<file path="src/rtl/seven_seg_scanner.sv">
// Four-digit time-multiplexed seven-segment driver fed by a packed BCD word.
// One cycle from index/held change to pins; never stalls upstream (no handshake).
module seven_seg_scanner #(
  parameter int REFRESH_DIV = 50000,
  parameter bit ACTIVE_LOW  = 1'b1
) (
  input  logic        clk,
  input  logic        rst,
  input  logic [15:0] bcd_in,
  input  logic [3:0]  dp_in,
  input  logic        load,
  input  logic        blank_lz,
  output logic [6:0]  seg,
  output logic        dp,
  output logic [3:0]  an
);

  localparam int DW = (REFRESH_DIV > 2) ? $clog2(REFRESH_DIV) : 1;

  logic [DW-1:0] r_div;
  logic [1:0]    r_idx;
  logic [15:0]   r_held;
  logic [3:0]    r_held_dp;
  logic [6:0]    r_seg;
  logic          r_dp;
  logic [3:0]    r_an;

  logic          w_wrap;
  logic [3:0]    w_digit;
  logic          w_blank;
  logic [6:0]    w_dec;
  logic [3:0]    w_an_hi;
  logic [6:0]    w_seg_hi;
  logic          w_dp_hi;

  assign w_wrap = (r_div == DW'(REFRESH_DIV - 1));

  always_comb begin
    w_digit = r_held[3:0];
    w_blank = 1'b0;
    case (r_idx)
      2'd0: begin
        w_digit = r_held[3:0];
        w_blank = 1'b0;
      end
      2'd1: begin
        w_digit = r_held[7:4];
        w_blank = blank_lz && (r_held[15:4] == 12'd0);
      end
      2'd2: begin
        w_digit = r_held[11:8];
        w_blank = blank_lz && (r_held[15:8] == 8'd0);
      end
      default: begin
        w_digit = r_held[15:12];
        w_blank = blank_lz && (r_held[15:12] == 4'd0);
      end
    endcase
  end

  // Active-high {g,f,e,d,c,b,a}; codes above 9 render as a dash.
  always_comb begin
    w_dec = 7'b1000000;
    case (w_digit)
      4'd0: w_dec = 7'b0111111;
      4'd1: w_dec = 7'b0000110;
      4'd2: w_dec = 7'b1011011;
      4'd3: w_dec = 7'b1001111;
      4'd4: w_dec = 7'b1100110;
      4'd5: w_dec = 7'b1101101;
      4'd6: w_dec = 7'b1111101;
      4'd7: w_dec = 7'b0000111;
      4'd8: w_dec = 7'b1111111;
      4'd9: w_dec = 7'b1101111;
      default: w_dec = 7'b1000000;
    endcase
  end

  assign w_an_hi  = w_blank ? 4'd0 : (4'b0001 << r_idx);
  assign w_seg_hi = w_blank ? 7'd0 : w_dec;
  assign w_dp_hi  = w_blank ? 1'b0 : r_held_dp[r_idx];

  always_ff @(posedge clk) begin
    if (rst) begin
      r_div     <= '0;
      r_idx     <= 2'd0;
      r_held    <= 16'd0;
      r_held_dp <= 4'd0;
      r_an      <= {4{ACTIVE_LOW}};
      r_seg     <= {7{ACTIVE_LOW}};
      r_dp      <= ACTIVE_LOW;
    end else begin
      r_div <= w_wrap ? '0 : r_div + 1'b1;
      if (w_wrap) begin
        r_idx <= r_idx + 2'd1;
      end
      if (load) begin
        r_held    <= bcd_in;
        r_held_dp <= dp_in;
      end
      r_an  <= w_an_hi ^ {4{ACTIVE_LOW}};
      r_seg <= w_seg_hi ^ {7{ACTIVE_LOW}};
      r_dp  <= w_dp_hi ^ ACTIVE_LOW;
    end
  end

  assign seg = r_seg;
  assign dp  = r_dp;
  assign an  = r_an;

endmodule

</file>
<file path="config.mk">
export PLATFORM = sky130hd
export DESIGN_NAME = seven_seg_scanner
export DESIGN_NICKNAME = d
export VERILOG_FILES = /design/src/rtl/seven_seg_scanner.sv
export SDC_FILE = /design/constraint.sdc
export NUM_CORES = 1
export LEC_CHECK = 0
export CORE_ASPECT_RATIO = 1.4
export CORE_MARGIN = 10
export CORE_UTILIZATION = 25
export DETAILED_ROUTE_END_ITERATION = 10
export PLACE_DENSITY = 0.48
export SLEW_MARGIN = 20
export SYNTH_ARGS = -nofsm -noshare
export SYNTH_HDL_FRONTEND = slang
export SYNTH_SLANG_ARGS = --single-unit
</file>
<file path="constraint.sdc">
create_clock -name clk -period 5 [get_ports clk]
set_clock_uncertainty 0.2 [all_clocks]
set_input_delay 1.25 -clock clk [delete_from_list [all_inputs] [get_ports clk]]
set_output_delay 1.25 -clock clk [all_outputs]
set_load 0.01 [all_outputs]
</file>
# After elaboration in Yosys (flattened, before gate mapping)
# Memories as Yosys holds them, arrays and structs flattened.
# Cells that the tools add are included.
# word_totals
memories	1
output_inout_bits	12
romBits	112
regBits	50
# classes
mux	7
shifts	1
bitwise_logic	3
eq_ne	3
addsub	2
n_reduce_logical	8
magnitude_cmp	1
# mem_list
memory	depth	width	read_ports	rd_clocked_by_memory_dff	wr	line_no	text
(no name shown)	16	7	1	0	0	64	case (w_digit)
# op_table
operator	count
16-bit by 1-bit adder with 16-bit output (second input constant)	1
16-bit == test (second input constant)	1
12-bit logical NOT	1
4-bit one-hot mux with 3 select lines	1
8-bit logical NOT	1
7-bit 2-to-1 mux	1
7-bit NOT	1
4-bit logical NOT	1
4-bit 2-to-1 mux	1
4-bit NOT	1
1-bit by 2-bit << shifter with 4-bit output (first input constant)	1
1-bit logical AND	3
2-bit by 3-bit less-than comparator with 1-bit output (second input constant)	1
1-bit one-hot mux with 3 select lines	1
2-bit by 1-bit adder with 2-bit output (second input constant)	1
1-bit binary-select mux with 2-bit select	1
2-bit by 1-bit == test with 1-bit output (second input constant)	1
2-bit == test (second input constant)	1
2-bit logical NOT	1
1-bit 2-to-1 mux	2
2-bit OR reduction	1
1-bit NOT	1

# Longest topological paths before layout
# Gate-level depths: netlist of run 1.
# logic_depth
ltp_word	5
ltp_mapped	10

# Worst setup path before layout of run 1
# No wires, ideal clock.
# synth_path
path_kind	input to register
startpoint	in load
endpoint	reg r_held[0]
required_ps	4672
arrival_time_ps	1955
cell_stages	3
setup_slack_ps	2718
path_buffers	1
cell_sequence	clkbuf_1 -> mux2i_1 -> nor2_1
# synth_rtl
item	line_no	text
start: declaration	11	input logic load,
end signal: assignment	98	r_held <= bcd_in;
end: declaration	22	logic [15:0] r_held;

==> qor.txt, run 1 <==
Sequential cell area -> 1001 sq um
Mapped Cells -> 226
Worst VDD drop -> 115.0 uV
Vias in the first global route -> 1684
Final Net Count -> 297
CP Capture Type -> flop
Synth top area share -> 45.61%
Num CTS Buffers -> 5
Syn_area_per_cell -> 9.711 sq um
Initial DRC count -> 48
Initial core utilization -> 25.64%
N_diodes -> 0
H-Tree Depth -> 2
Vias per cell -> 4.429
GP Congestion -> 0.7213
Top cells by count, synth -> dfxtp_1, nor2_1, mux2i_1
Critical Path Max Stage Delay -> 0.67 ns
Minimum clock period -> 2.830 ns
RSZ-0062 raised after global routing -> false
Synth Cell Area -> 2195 sq um
Startpoint Class -> input pin
CTS sink count -> 50
Largest net degree at the start of global routing -> 27
GR Layer Usage met3 -> 2.365%
Synth warnings -> 0
CTS tree -> built
Synthesized Nets -> 261
Hold Crit Class -> flop to flop
Pre-CTS setup slack -> 1.828 ns
Peak Freq -> 353.3 MHz
Clk root buf -> clkbuf_16
Global-route wire length before repair -> 8.052 mm
Yosys top cell by area -> dfxtp_1
CP max stage cell -> a31oi_1
Ys flop type -> dfxtp_1
CP cell instances -> clkdlybuf4s50_1 -> buf_4 -> a31oi_1 -> o21ai_0
Die area -> 12980 sq um
Max-Cap Viols -> 0
Synth area leaders -> dfxtp_1, mux2i_1, ha_1, nor2_1, xor2_1
Gr busiest metal -> met2
Worst-Skew Late Latency -> 0.29 ns
Met2 Use GR -> 14.59%
Library cells used by synthesis -> 36
Die Span Y -> 130.9 um
Final ANT Viol Nets -> 0
Fillers -> 877
Flops & latches, synth -> 50
Total core area -> 8558 sq um
Pwr Total -> 0.8983 mW
Leakage -> 1.124 nW
CP Class -> input pin to flop
Least-Margin Pin Slew -> 0.8714 ns
Setup-failing EPs final -> 0
# rows -> 40
Total grt overflow -> 0
Multi-input logic area -> 1107 sq um
DRT Pass-1 Iters -> 4
Overall routing resource usage -> 7.632%
Final WL -> 4.859 mm
Number of synthesized flops with an enable pin -> 0
Post-route setup TNS -> 0 ns
Top-count cell post-synth -> dfxtp_1
Final hold vios -> 0
Fraction of registers with async set/reset -> 0%
Final worst path period share -> 56.60%
Die Wd -> 99.19 um
Initial antenna violation count -> 0
Ports -> 36
Via count -> 1630
Max-slew violation count -> 0
GR Layer Usage met1 -> 7.579%
Status -> complete, no violations
Clock buffer depth -> 2
Port bufs -> 35
Placed wire-length estimate -> 3.713 mm
PD cells -> 321.2 nW/um^2
Drc violations -> 0
Worst-path fanout max -> 26
Register area share after synthesis -> 45.61%
Post-CTS setup buffer count -> 0
Setup ws final -> 2.170 ns
Routed len/inst -> 13.20 um
Required @ worst endpoint -> 4.92 ns
Share of cells above drive strength 1 -> 9.506%
PostCTS Resize Cnt -> 0
Slew headroom -> 41.64%
Worst-path clk slew -> 0.07 ns
Synth-to-layout area growth -> 27.42%
Data arrival, critical path -> 2.75 ns
Hold Buf Count CTS -> 0
-- layer usage --
layer	share of wire, %	vias to the layer above	wire, um
met1	41	760	1980
met3	4.1	5	198
met5	0	-	0
met2	54	23	2632
li1	-	842	-
met4	0.99	0	48
-- per-stage QoR --
step	utilization (%)	std cells	instance area (sq um)	hold WS [ns]
6_report	32.68	368	2796	0.2499
3_5_place_dp	30.69	360	2626	0.2416
5_1_grt	32.68	368	2796	0.3037
4_1_cts	32.68	368	2796	0.2510
3_3_place_gp	30.75	360	2631	0.2367
2_1_floorplan	-	226	2195	0.2227
-- state kept, by name, indices dropped and copies added (netlist names) --
signal,cells
r_div,16
seg,7
r_held_dp,4
r_idx,2
an,4
r_held,16
dp,1
-- cell usage in the layout (no fill, tap or decap), types with 4 or more instances in the layout --
cell type,instances
a21oi_1,5
clkbuf_16,5
clkdlybuf4s50_1,34
dfxtp_1,50
ha_1,11
inv_1,9
mux2i_1,24
nand2_1,15
nand3_1,6
nor2_1,36
nor2_2,10
o21ai_0,9
xnor2_1,4
xor2_1,11
-- worst paths after layout --
path                                 end  slack (ns)  cells past startpoint  startpoint
worst max register to register    seg[1]        2.53                      9    r_idx[1]
worst min register to register  r_div[0]        0.25                      1    r_div[0]
worst max-delay path              seg[6]        2.17                      4         rst
worst min-delay path            r_div[0]        0.25                      1    r_div[0]
-- worst max-delay path: cells and delay by family --
family                 cells  cell delay, ns
AOI/OAI and AO/OA          2            0.87
buffers and inverters      2            0.62
-- power by group --
group          leakage, nW  internal (mW)  switching (mW)  total, mW
sequential           0.410          0.416         0.00954      0.426
clock               0.0760          0.236           0.150      0.386
combinational        0.637         0.0481          0.0390     0.0871
-- layout make-up --
cell class | instances | area share [%]
flip-flops and latches | 50 | 35.79
multi-input cells | 160 | 39.60
repair buffers | 36 | 12.62
clock inverters | 3 | 1.611
clock buffers | 5 | 4.474
inverters | 9 | 1.208
well taps | 105 | 4.698
-- logic make-up after synthesis --
kind of cell | Yosys count | share of synthesized area [%]
AND/OR/NAND/NOR | 87 | 19.84
XOR/XNOR | 15 | 5.986
multiplexers | 26 | 12.49
buffers and inverters | 16 | 3.934
adder cells (fa/ha/maj) | 11 | 6.271
flip-flops | 50 | 45.61
AO/OA/AOI/OAI | 21 | 5.873
Power figures use the tool's default switching activity.
==> run 2, diff against run 1 <==
--- a/config.mk
+++ b/config.mk
@@ -9,7 +9,7 @@
 export CORE_MARGIN = 10
 export CORE_UTILIZATION = 25
 export DETAILED_ROUTE_END_ITERATION = 10
-export PLACE_DENSITY = 0.48
+export PLACE_DENSITY = 0.49
 export SLEW_MARGIN = 20
 export SYNTH_ARGS = -nofsm -noshare
 export SYNTH_HDL_FRONTEND = slang
==> constraint.sdc (replaced) <==
create_clock -name clk -period 2.6 [get_ports clk]
set_clock_uncertainty 0.2 [all_clocks]
set_input_delay 0.65 -clock clk [delete_from_list [all_inputs] [get_ports clk]]
set_output_delay 0.65 -clock clk [all_outputs]
set_load 0.01 [all_outputs]
==> run 2 against run 1 <==
First-iteration DRC count grew 29%. Setup slack got worse by 1.9 ns. Combinational power rose by 96%. Sequential cell count did not move. Critical path depth increased by 5. Design area increased by 0.31%. Hold slack better by 0.0020 ns. Cell count up 0.82%. Clock power is 65% higher. Sequential share of layout area about the same. Critical path type is now flop to flop.
==> qor.txt, run 2 (synthesis gave the netlist of run 1 again) <==
Worst R2R Setup Slack -> 0.29 ns (-2.24 ns)
Clock buffer depth -> 2 (unchanged)
WHS Endpoint -> r_div[0]
Ports -> 36 (unchanged)
Global-route wire length before repair -> 8.183 mm (+1.6%)
Total core area -> 8558 sq um (unchanged)
Leakage -> 1.136 nW (+1.1%)
PD cells -> 579.9 nW/um^2 (+81%)
Final worst path period share -> 88.88%
Synth-to-layout area growth -> 27.82%
Final Net Count -> 300 (+1.0%)
Worst-path clk slew -> 0.07 ns (about the same)
Minimum clock period -> 2.311 ns
Least-Margin Pin Slew -> 0.8551 ns (-0.01629 ns)
Post-route setup TNS -> 0 ns (unchanged)
Max-Cap Viols -> 0 (unchanged)
Combinational share of power -> 10.5% (+0.8 points)
Worst reg2reg path depth -> 9 (unchanged)
Vias in the first global route -> 1749 (+3.9%)
Via count -> 1632 (+0.12%)
Final ANT Viol Nets -> 0 (unchanged)
Worst r2r src -> r_idx[1]
Routed len/inst -> 13.06 um (-1.1%)
Slew headroom -> 42.73% (+1.1 points)
Worst-path fanout max -> 6 (-77%)
Status -> complete, no violations
Cells after DPL -> 362 (+0.56%)
H-Tree Depth -> 2 (unchanged)
Required @ worst endpoint -> 2.53 ns (-2.39 ns)
Psw -> 0.3736 mW (+88%)
Clock Power Share -> 39.1% (-3.8 points)
Num CTS Buffers -> 5 (unchanged)
Port bufs -> 35 (unchanged)
Placed wire-length estimate -> 3.764 mm (+1.4%)
Data arrival, critical path -> 2.24 ns (-0.51 ns)
RSZ-0062 raised after global routing -> false
Drc violations -> 0 (unchanged)
CP Class -> flop to flop
N_diodes -> 0 (unchanged)
CP Capture Type -> flop
CP Launch Point -> r_idx[1]
Worst-Skew Late Latency -> 0.29 ns (about the same)
Sequential share of power -> 50.4% (+3.0 points)
Pre-CTS setup slack -> 0.03173 ns (-1.796 ns)
Initial DRC count -> 62 (+29%)
CTS sink count -> 50 (unchanged)
Commonest non-fill, non-tap cell in the layout -> dfxtp_1
Die area -> 12980 sq um (unchanged)
# rows -> 40 (unchanged)
Final hold vios -> 0 (unchanged)
Peak Freq -> 432.7 MHz
Net Sw Frac -> 22.97% (+0.90 points)
Hold_sp -> r_div[0]
GP Congestion -> 0.8054 (+12%)
Startpoint Class -> flop
Max-slew violation count -> 0 (unchanged)
Hold path depth -> 1 (unchanged)
Share of cells above drive strength 1 -> 11.28% (+1.8 points)
Overall routing resource usage -> 7.781% (+0.15 points)
Largest net degree at the start of global routing -> 25 (-7.4%)
Setup ws final -> 0.2892 ns (-1.881 ns)
RR Endpoint -> seg[4]
Die Span Y -> 130.9 um (unchanged)
Die Wd -> 99.19 um (unchanged)
Finished Layout Cells -> 371 (+0.82%)
Vias per cell -> 4.399 (-0.69%)
Final WL -> 4.845 mm (-0.29%)
Hold Crit Class -> flop to flop
Most frequent cells in the layout -> dfxtp_1, nor2_1, clkdlybuf4s50_1
Fillers -> 869 (-0.91%)
Total grt overflow -> 0 (unchanged)
Worst VDD drop -> 286.1 uV (+150%)
CTS tree -> built
Initial antenna violation count -> 0 (unchanged)
Initial core utilization -> 25.64% (unchanged)
DRT Pass-1 Iters -> 4 (unchanged)
Internal power -> 1.253 mW (+79%)
Setup-failing EPs final -> 0 (unchanged)
Clk root buf -> clkbuf_16
==> run 2: power groups by stage <==
stage	Clock [mW]	Sequential [mW]	Combinational, mW
final	0.636	0.819	0.171
after detailed placement	0	0.837	0.173
after floorplan	0	0.837	0.0916
after global placement	0	0.837	0.171
after global routing	0.689	0.823	0.192
after CTS	0.658	0.819	0.173
==> run 2: final cells by class <==
class | count | area [sq um] | share of cell area (%)
multi-input combinational | 160 | 1114 | 39.70
sequential | 50 | 1003 | 35.77
timing repair buffer | 39 | 380.4 | 13.56
tap | 105 | 131.4 | 4.683
clock buffer | 6 | 128.9 | 4.594
inverter | 9 | 33.78 | 1.204
clock inverter | 2 | 13.76 | 0.4906
==> run 2: per-layer routing <==
metal  GRT usage, %  vias to the layer above  wire [um]
met3          2.627                        8        239
li1               -                      843          -
met2          14.13                       23       2540
met5              0                        -          0
met4          2.790                        0         67
met1          8.123                      758       1998
==> run 2: worst max-delay path by stage <==
stage	end	cells past startpoint	slack [ns]
after floorplan	seg[1]	9	0.51
after global placement	seg[3]	4	0.14
after detailed placement	seg[6]	4	0.03
after CTS	seg[1]	9	0.17
after global routing	seg[4]	9	0.03
final	seg[4]	9	0.29
==> run 2: per-stage QoR <==
step	cell area [sq um]	hold slack, ns	power, mW	utilization [%]
floorplan	2195	0.2227	0.9288	-
global placement	2646	0.2322	1.008	30.92
detailed placement	2646	0.2398	1.010	30.92
CTS	2789	0.2553	1.651	32.59
global route	2805	0.2831	1.704	32.78
finish	2805	0.2519	1.627	32.78
==> run 2: repair_timing <==
item,4_1_cts,5_1_grt
setup endpoints to repair,0,6
hold buffers,0,0
endpoints found under the hold margin,0,0
gates resized for setup,0,4
setup buffers,0,1
==> run 2: worst max-delay path, stage by stage (launching register included) <==
cell and delay, ns:
dfxtp_2 0.38, inv_1 0.07, ha_1 0.26, a222oi_1 0.42
mux2i_2 0.17, inv_1 0.13, ha_1 0.19, nor2_1 0.06
a211oi_1 0.16, o21ai_0 0.11
